`config.mk`:
```
export PLATFORM = sky130hd
export DESIGN_NAME = ifetch_unit_flat
export DESIGN_NICKNAME = d
export VERILOG_FILES = /design/src/rtl/cpu_defs_pkg.sv /design/src/rtl/cpu_ibus_if.sv /design/src/rtl/inst_fifo.sv /design/src/rtl/ifetch_unit.sv /design/src/flat_wrapper.sv
export SDC_FILE = /design/constraint.sdc
export NUM_CORES = 1
export LEC_CHECK = 0
export CAP_MARGIN = 20
export CORE_MARGIN = 8
export CORE_UTILIZATION = 35
export DETAILED_ROUTE_END_ITERATION = 6
export GPL_TIMING_DRIVEN = 1
export SLEW_MARGIN = 0
export SYNTH_ARGS = -nofsm -noshare
export SYNTH_HDL_FRONTEND = slang
export SYNTH_SLANG_ARGS = --single-unit
```
`constraint.sdc`:
```
create_clock -name clk -period 3.67 [get_ports clk]
set_input_delay 0.734 -clock clk [delete_from_list [all_inputs] [get_ports clk]]
set_output_delay 0.734 -clock clk [all_outputs]
set_load 0.01 [all_outputs]
```
`src/rtl/cpu_defs_pkg.sv`:
```
// rtl/cpu_defs_pkg.sv - shared fetch types, reset PC and fetch FSM encoding
package cpu_defs_pkg;

  typedef logic [31:0] uint32_t;

  typedef struct packed {
    uint32_t inst;
    uint32_t pc;
    logic    adel;
  } fetch_entry_t;

  localparam uint32_t RESET_PC = 32'hBFC0_0000;

  typedef enum logic [1:0] {
    ST_RUN   = 2'd0,
    ST_DRAIN = 2'd1,
    ST_HALT  = 2'd2
  } fetch_state_e;

  function automatic uint32_t line_base(input uint32_t pc);
    return {pc[31:3], 3'b000};
  endfunction

endpackage

```
`src/rtl/cpu_ibus_if.sv`:
```
// rtl/cpu_ibus_if.sv - fetch-to-I$ read bus; a read completes when read && !stall
interface cpu_ibus_if;
  logic        read;
  logic [31:0] address;
  logic        stall;
  logic [63:0] rddata;

  modport master (output read, output address, input stall, input rddata);
  modport slave  (input read, input address, output stall, output rddata);
endinterface

```
`src/rtl/inst_fifo.sv`:
```
// rtl/inst_fifo.sv - 2-write / 1-read circular buffer of fetch entries with flush
module inst_fifo
  import cpu_defs_pkg::*;
#(
  parameter int DEPTH = 8
) (
  input  logic                     clk,
  input  logic                     rst_n,
  input  logic                     flush_i,
  input  logic [1:0]               wr_cnt_i,
  input  fetch_entry_t             wr0_i,
  input  fetch_entry_t             wr1_i,
  input  logic                     rd_i,
  output fetch_entry_t             head_o,
  output logic                     valid_o,
  output logic [$clog2(DEPTH):0]   free_o
);

  localparam int AW = $clog2(DEPTH);
  localparam int CW = AW + 1;

  fetch_entry_t  mem_q [DEPTH];
  logic [AW-1:0] wr_ptr_q;
  logic [AW-1:0] rd_ptr_q;
  logic [CW-1:0] count_q;
  logic          do_rd;

  assign do_rd   = rd_i && (count_q != '0);
  assign valid_o = (count_q != '0);
  assign head_o  = mem_q[rd_ptr_q];
  assign free_o  = CW'(DEPTH) - count_q;

  // Storage carries no reset; valid_o alone qualifies the head.
  always_ff @(posedge clk) begin
    if (!flush_i && wr_cnt_i != 2'd0) mem_q[wr_ptr_q] <= wr0_i;
    if (!flush_i && wr_cnt_i == 2'd2) mem_q[wr_ptr_q + AW'(1)] <= wr1_i;
  end

  always_ff @(posedge clk or negedge rst_n) begin
    if (!rst_n) begin
      wr_ptr_q <= '0;
      rd_ptr_q <= '0;
      count_q  <= '0;
    end else if (flush_i) begin
      wr_ptr_q <= '0;
      rd_ptr_q <= '0;
      count_q  <= '0;
    end else begin
      wr_ptr_q <= wr_ptr_q + AW'(wr_cnt_i);
      rd_ptr_q <= rd_ptr_q + AW'(do_rd);
      count_q  <= count_q + CW'(wr_cnt_i) - CW'(do_rd);
    end
  end

  a_no_overflow : assert property (@(posedge clk) disable iff (!rst_n)
    !flush_i |-> (CW'(wr_cnt_i) <= free_o));

endmodule

```
`src/rtl/ifetch_unit.sv`:
```
// rtl/ifetch_unit.sv - fetch PC, 8-byte bus reads, word split and decode queue
// Redirects flush the queue; a redirect under a stalled read drains that read first.
module ifetch_unit
  import cpu_defs_pkg::*;
#(
  parameter logic [31:0] RESET_PC    = cpu_defs_pkg::RESET_PC,
  parameter int          QUEUE_DEPTH = 8
) (
  input  logic              clk,
  input  logic              rst_n,
  cpu_ibus_if.master        ibus,
  input  logic              redirect_valid,
  input  logic [31:0]       redirect_pc,
  output logic              inst_valid,
  output logic [31:0]       inst,
  output logic [31:0]       inst_pc,
  output logic              inst_adel,
  input  logic              inst_ready
);

  localparam int CW = $clog2(QUEUE_DEPTH) + 1;

  fetch_state_e  state_q, state_d;
  uint32_t       pc_q, pc_d;
  uint32_t       addr_q, addr_d;
  logic          read_q, read_d;
  logic          complete;
  logic          pop;
  logic [1:0]    wr_cnt;
  fetch_entry_t  wr0, wr1, head;
  logic          head_valid;
  logic [CW-1:0] free, free_d;

  assign complete = read_q && !ibus.stall;
  assign pop      = head_valid && inst_ready && !redirect_valid;

  always_comb begin
    wr_cnt  = 2'd0;
    wr0     = '0;
    wr1     = '0;
    state_d = state_q;
    pc_d    = pc_q;
    if (redirect_valid) begin
      pc_d    = redirect_pc;
      state_d = (read_q && ibus.stall) ? ST_DRAIN : ST_RUN;
    end else begin
      unique case (state_q)
        ST_RUN: begin
          if (pc_q[1:0] != 2'b00) begin
            wr_cnt  = 2'd1;
            wr0     = '{inst: 32'h0, pc: pc_q, adel: 1'b1};
            state_d = ST_HALT;
          end else if (complete) begin
            if (pc_q[2]) begin
              wr_cnt = 2'd1;
              wr0    = '{inst: ibus.rddata[63:32], pc: pc_q, adel: 1'b0};
            end else begin
              wr_cnt = 2'd2;
              wr0    = '{inst: ibus.rddata[31:0], pc: pc_q, adel: 1'b0};
              wr1    = '{inst: ibus.rddata[63:32], pc: pc_q + 32'd4, adel: 1'b0};
            end
            pc_d = {pc_q[31:3] + 29'd1, 3'b000};
          end
        end
        ST_DRAIN: if (complete) state_d = ST_RUN;
        default: ;
      endcase
    end
    // Issue decision for next cycle uses next cycle's free count, i.e. before its pop.
    free_d = redirect_valid ? CW'(QUEUE_DEPTH) : (free - CW'(wr_cnt) + CW'(pop));
    read_d = (state_d == ST_DRAIN) ||
             (state_d == ST_RUN && pc_d[1:0] == 2'b00 && free_d >= CW'(2));
    addr_d = (state_d == ST_DRAIN) ? addr_q : line_base(pc_d);
  end

  always_ff @(posedge clk or negedge rst_n) begin
    if (!rst_n) begin
      state_q <= ST_RUN;
      pc_q    <= RESET_PC;
      addr_q  <= '0;
      read_q  <= 1'b0;
    end else begin
      state_q <= state_d;
      pc_q    <= pc_d;
      addr_q  <= addr_d;
      read_q  <= read_d;
    end
  end

  inst_fifo #(.DEPTH(QUEUE_DEPTH)) u_fifo (
    .clk      (clk),
    .rst_n    (rst_n),
    .flush_i  (redirect_valid),
    .wr_cnt_i (wr_cnt),
    .wr0_i    (wr0),
    .wr1_i    (wr1),
    .rd_i     (pop),
    .head_o   (head),
    .valid_o  (head_valid),
    .free_o   (free)
  );

  assign ibus.read    = read_q;
  assign ibus.address = addr_q;
  assign inst_valid   = head_valid;
  assign inst         = head.inst;
  assign inst_pc      = head.pc;
  assign inst_adel    = head_valid && head.adel;

endmodule

```
`src/flat_wrapper.sv`:
```
// flat-port wrapper written by rule: the top's interface ports become plain ports
module ifetch_unit_flat import cpu_defs_pkg::*;
#(
  parameter logic [31:0] RESET_PC    = cpu_defs_pkg::RESET_PC,
  parameter int          QUEUE_DEPTH = 8
)
  (clk, rst_n, redirect_valid, redirect_pc, inst_valid, inst, inst_pc, inst_adel, inst_ready, ibus_read, ibus_address, ibus_stall, ibus_rddata);
  cpu_ibus_if ibus_i ();
  input  logic clk;
  input  logic rst_n;
  input  logic redirect_valid;
  input  logic [31:0] redirect_pc;
  output logic inst_valid;
  output logic [31:0] inst;
  output logic [31:0] inst_pc;
  output logic inst_adel;
  input  logic inst_ready;
  output wire logic [$bits(ibus_i.read)-1:0] ibus_read;
  output wire logic [$bits(ibus_i.address)-1:0] ibus_address;
  input wire logic [$bits(ibus_i.stall)-1:0] ibus_stall;
  input wire logic [$bits(ibus_i.rddata)-1:0] ibus_rddata;
  assign ibus_read = ibus_i.read;
  assign ibus_address = ibus_i.address;
  assign ibus_i.stall = ibus_stall;
  assign ibus_i.rddata = ibus_rddata;
  ifetch_unit #(.RESET_PC(RESET_PC), .QUEUE_DEPTH(QUEUE_DEPTH)) u_core (.clk(clk), .rst_n(rst_n), .ibus(ibus_i), .redirect_valid(redirect_valid), .redirect_pc(redirect_pc), .inst_valid(inst_valid), .inst(inst), .inst_pc(inst_pc), .inst_adel(inst_adel), .inst_ready(inst_ready));
endmodule
```
==> run summary, run 1 <==
Slew Limit Headroom - 0.487
Num Clock Sinks - 594
Synth area leaders - edfxtp_1 (54%), mux4_2 (10%), a22o_1 (7.9%)
GRT Util Overall - 0.180
R2R Path End - u_core.ibus.read
Global route total overflow - 0
Die Ht - 300 um
Worst setup SP type - flop
CTS tree - built
Slowest stage delay, CP - 0.53 ns
Yosys cell types - 59
Power density cells - 528 nW/um2
Vias in the first global route - 18800
Cell Area, Synth - 28300 um2
Starting Density - 0.353
Drt via density - 5.60
Flops & latches, synth - 594
Buf/Inv on CP - 3
Slew Viols, Final - 0
Ys flop type - edfxtp_1
TritonCTS buffer count - 61
Number of synthesized flops with an enable pin - 512
Total power - 18.1 mW
CP arrival - 2.86 ns
Tmin final - 3.60 ns
CP Class - reg2out
Top-area cell type share of the netlist area - 0.543
Synth async-reset ratio - 0.125
Family with the most delay on the worst path - multiplexers
I/O Pins - 200
Die ar. - 90300 um2
MaxCap Viol Count - 0
Detail Route Antenna Nets - 0
Layout cells sized above 1 - 0.218
Lkg Pwr - 12.0 nW
Detailed Place HPWL - 52800 um
Drt pass-1 iters - 5
# setup viols final - 0
Final Hold Viols - 0
Most numerous cell in the Yosys netlist - edfxtp_1
Core area - 80300 um2
Worst hold path class - in2async
CTS HTree Levels - 2
Initial drt markers - 1644
Gate Count Post-Synth - 1902
Worst reg2reg path depth - 10
CP endpoint kind - output pin
Die Width - 300 um
Design area - 34300 um2
Rows - 104
Worst reg-to-reg setup slack - 0.73 ns
Tcrit/Tclk final - 0.980
Fin Clk Skew - 0.0267 ns
Final wirelength - 83200 um
Worst-margin pin slew - 0.770 ns
Nets@finish - 2195
Crit path cell chain - buf_12, buf_16, mux4_2, mux2_2, clkdlybuf4s50_1
First-pass GRT wire length - 123000 um
Outcome - complete, no violations
Vias - 17800
Worst-path clk slew - 0.07 ns
Post-synth top cells - edfxtp_1 (512), a22o_1 (256), nor2b_1 (179), mux4_2 (130), nor2_1 (98)
Worst R2R Start - u_core.pc_q[0]
DP Area - 32100 um2
Worst VDD drop - 390 uV
Syn Area/Cell - 14.9 um2
CTS Hold Bufs - 0
Remaining DRCs - 0
Initial antenna violation count - 5
Crit path max-delay cell type - dfrtp_4
Post-synthesis sequential area ratio - 0.614
Leading area contributor after synthesis - edfxtp_1
Highest net fanout along the worst path - 15
Root buffer cell - clkbuf_16
Final Wtd Congestion - 0.832
Largest net degree at the start of global routing - 75
Routed len/inst - 26.1 um
CP required - 2.94 ns
Clock tree buffer depth - 3
Area delta synth->final - 21.1%
# port buffers - 196
Max Clock Freq - 278 MHz
Yosys warnings - 0
Clk_lat worst skew - 0.63 ns
## cell usage in the layout, fill, tap and decap left out, types with 24 or more instances in the layout
cell type / netlist / final
clkbuf_16: 0 / 65
mux2_2: 84 / 84
dfrtp_1: 65 / 61
buf_12: 0 / 39
clkdlybuf4s50_1: 0 / 147
and2_1: 54 / 54
mux4_2: 130 / 130
edfxtp_1: 512 / 512
nand2_1: 41 / 39
dlygate4sd2_1: 0 / 24
nor2b_1: 179 / 178
buf_4: 3 / 58
nor2_1: 98 / 90
a22o_1: 256 / 256
## logic make-up (layout without fill, tap and decap cells)
logic type                 after synthesis  in the layout  share of synthesized area
xor gates and xnor gates                32             32                    0.00989
buffers and inverters                  220            441                     0.0338
AOI/OAI and AO/OA                      349            349                      0.101
adders and majority gates               18             18                    0.00901
and+or+nand+nor                        466            466                     0.0921
muxes                                  222            222                      0.140
DFF                                    594            594                      0.614
other                                    1              5                   0.000132
## worst max path at each step
stage | start | to | slack [ns] | cells past startpoint
2_1_floorplan | ibus_stall | u_core.u_fifo.mem_q[7][10] | 0.24 | 9
3_3_place_gp | ibus_stall | u_core.ibus.read | -0.04 | 11
3_5_place_dp | ibus_stall | u_core.ibus.read | -0.03 | 11
4_1_cts | u_core.u_fifo.rd_ptr_q[0] | inst_pc[13] | -0.01 | 4
5_1_grt | u_core.u_fifo.rd_ptr_q[0] | inst_pc[11] | -0.005 | 5
6_report | u_core.u_fifo.rd_ptr_q[0] | inst_pc[25] | 0.07 | 5
## layer usage
layer  vias up  share of wire  track usage
met5         -        0.00034            0
met4         4          0.023       0.0478
met3       133          0.075       0.0350
met2       764           0.49        0.307
met1      9199           0.41        0.233
li1       7745              -            -
## cell type report
type | instances | area, um2
flip-flops and latches | 594 | 17400
repair buffers | 301 | 3420
inverters | 28 | 133
well taps | 1060 | 1330
fillers | 7154 | 46000
diodes | 2 | 5.00
multi-input cells | 1090 | 10000
clock inverters | 36 | 263
clock buffers | 76 | 1700
## stage by stage
step,util,setup TNS [ns],setup WS [ns],hold slack [ns],std cells
global route,0.427,-0.00576,-0.00487,0.0947,3185
CTS,0.425,-0.0376,-0.0127,0.297,3179
floorplan,-,0,0.242,0.438,1904
detailed placement,0.399,-0.0298,-0.0298,0.476,3060
global placement,0.399,-0.0369,-0.0369,0.452,3059
finish,0.427,0,0.0726,0.0770,3187
## timing repair
action | CTS | global route
setup endpoints to repair | 21 | 26
buffers inserted | 5 | 4
pin swaps | 0 | 0
gates resized for setup | 27 | 25
gates cloned | 2 | 1
## flip-flops by register name (all words and copies together) (netlist names)
register and flops:
u_core.pc_q 32, u_core.u_fifo.count_q 4, u_core.u_fifo.mem_q 520, u_core.u_fifo.rd_ptr_q 3
u_core.u_fifo.wr_ptr_q 3, u_core.ibus.read 1, u_core.ibus.address 29, u_core.state_q 2
## report_power, final
group	switching, mW	total [mW]	leakage, nW	internal [mW]
combinational	1.97	4.04	5.12	2.07
sequential	0.278	7.95	5.92	7.68
clock	2.64	6.11	0.972	3.47
(Power assumes the default switching activity.)
==> run 2: changes to the inputs <==
--- a/config.mk
+++ b/config.mk
@@ -10,6 +10,7 @@
 export CORE_UTILIZATION = 35
 export DETAILED_ROUTE_END_ITERATION = 6
 export GPL_TIMING_DRIVEN = 1
+export PLACE_DENSITY = 0.56
 export SLEW_MARGIN = 0
 export SYNTH_ARGS = -nofsm -noshare
 export SYNTH_HDL_FRONTEND = slang
==> constraint.sdc (replaced) <==
create_clock -name clk -period 3.67 [get_ports clk]
set_input_delay 1.101 -clock clk [delete_from_list [all_inputs] [get_ports clk]]
set_output_delay 1.101 -clock clk [all_outputs]
set_load 0.01 [all_outputs]
==> run 2 against run 1 <==
Clock-buffer cell count grew 12. Sequential cell count unchanged. Sequential power about the same. Critical endpoint is now inst_pc[31]. Sequential share of layout area is 1.5 points lower. Clock skew fell by 0.0079 ns. Non-clock buffer count increased by 57. Utilization increased by 1.3 points. Combinational power grew 11%. Routed wire length rose by 2.8%. Fmax shrank 1.4%.
==> run summary, run 2 (same netlist as run 1, synthesis figures left out) <==
Outcome - complete, no violations
Worst hold path class - reg2reg
# setup viols final - 0
Final Wtd Congestion - 0.815
Commonest non-fill, non-tap cell in the layout - edfxtp_1
CP endpoint kind - output pin
CTS tree - built
Worst reg2reg path depth - 10
Sequential power share - 0.414
Final wirelength - 85500 um
Detailed Place HPWL - 53700 um
Initial drt markers - 1253
Routed len/inst - 26.3 um
Tmin final - 3.65 ns
Layout cells sized above 1 - 0.267
Lkg Pwr - 12.5 nW
I/O Pins - 200
Drt pass-1 iters - 5
Worst setup SP type - flop
Slew Limit Headroom - 0.414
# port buffers - 196
Cell total after placement - 3094
Worst-margin pin slew - 0.880 ns
Slew Viols, Final - 0
Clk_lat worst skew - 0.60 ns
Area delta synth->final - 24.8%
Die ar. - 90300 um2
Die Width - 300 um
Worst Hold Path Cells - 2
Global route total overflow - 0
Setup ws final - 0.0219 ns
Worst R2R Start - u_core.pc_q[1]
Vias in the first global route - 19000
Clock Power Share - 0.351
R2R Path End - u_core.ibus.read
CTS HTree Levels - 3
DP Area - 32500 um2
Nets@finish - 2258
Initial antenna violation count - 5
CTS Hold Bufs - 0
Worst reg-to-reg setup slack - 0.67 ns
Hold path start - u_core.u_fifo.mem_q[6][0]
TritonCTS buffer count - 67
Post-layout util - 0.440
Worst VDD drop - 289 uV
Fin Clk Skew - 0.0188 ns
CP required - 2.57 ns
CP arrival - 2.55 ns
Drt via density - 5.53
Root buffer cell - clkbuf_16
Max Clock Freq - 274 MHz
Fin cells - 3252
Rows - 104
Die Ht - 300 um
Clock tree buffer depth - 3
Design area - 35400 um2
Placement Setup Slack - -0.540 ns
Internal power - 14.1 mW
Remaining DRCs - 0
Logic pwr share - 0.235
Final Hold Viols - 0
Switching pwr - 5.08 mW
Worst Hold End - u_core.u_fifo.mem_q[6][0]
RSZ-0062 raised after global routing - true
Tcrit/Tclk final - 0.994
Vias - 18000
Power density cells - 542 nW/um2
MaxCap Viol Count - 0
Most flops, register - u_core.u_fifo.mem_q
Worst-path clk slew - 0.06 ns
Sw Share - 0.265
Starting Density - 0.353
Num Clock Sinks - 594
First-pass GRT wire length - 127000 um
Largest net degree at the start of global routing - 68
GRT Util Overall - 0.186
Highest net fanout along the worst path - 9
Most frequent cells in the layout - edfxtp_1 (512), a22o_1 (256), nor2b_1 (178)
CP Class - reg2out
Core area - 80300 um2
Detail Route Antenna Nets - 0
Number of flip-flops in the largest register - 520
## run 2: layer usage
metal,up-vias,global-route usage,wire [um]
met4,4,0.0481,1990
met2,712,0.315,42000
met1,9264,0.240,35300
met3,134,0.0415,6220
met5,-,0,27
li1,7876,-,-
## run 2: how the worst max path moves through the flow
| stage | to | startpoint | slack (ns) | cells past startpoint |
|---|---|---|---|---|
| after floorplan | u_core.u_fifo.mem_q[5][10] | ibus_stall | -0.09 | 8 |
| after global placement | u_core.ibus.read | ibus_stall | -0.52 | 11 |
| after detailed placement | u_core.ibus.read | ibus_stall | -0.54 | 11 |
| after CTS | inst[8] | u_core.u_fifo.rd_ptr_q[0] | -0.11 | 8 |
| after global routing | inst_pc[31] | u_core.u_fifo.rd_ptr_q[0] | -0.04 | 7 |
| final | inst_pc[31] | u_core.u_fifo.rd_ptr_q[0] | 0.02 | 7 |
## run 2: layout make-up
cell class / count / area (um2)
timing repair buffer: 358 / 4080
inverter: 28 / 140
tap: 1060 / 1330
sequential: 594 / 17400
fill: 7071 / 44900
clock buffer: 88 / 1910
multi-input combinational: 1090 / 10200
antenna: 2 / 5.00
clock inverter: 32 / 279
## run 2: power by group through the flow
| stage | Clock [mW] | Combinational (mW) | Sequential [mW] |
|---|---|---|---|
| after global placement | 0 | 4.06 | 8.06 |
| final | 6.74 | 4.49 | 7.93 |
| after CTS | 6.86 | 4.62 | 7.93 |
| after floorplan | 0 | 2.25 | 8.00 |
| after global routing | 7.09 | 4.83 | 7.97 |
| after detailed placement | 0 | 4.09 | 8.07 |
## run 2: worst max-delay path: stages, from the launching register on
cell and delay (ns):
dfrtp_4 0.48, buf_12 0.16, buf_12 0.12, buf_16 0.14
buf_4 0.15, mux4_2 0.43, mux2_4 0.30, buf_2 0.15
## run 2: timing repair
action / in CTS / in global routing
endpoints found under the setup margin: 65 / 46
resized for setup: 305 / 28
cloned: 11 / 1
buffers inserted: 25 / 8
## run 2: per-stage QoR
stage / power (mW) / TNS [ns] / hold WS (ns)
after floorplan: 10.3 / -13.60 / 0.438
after global placement: 12.1 / -89.30 / 0.456
after detailed placement: 12.2 / -111.43 / 0.480
after CTS: 19.4 / -1.91 / 0.487
after global routing: 19.9 / -0.201 / 0.526
final: 19.2 / 0 / 0.489
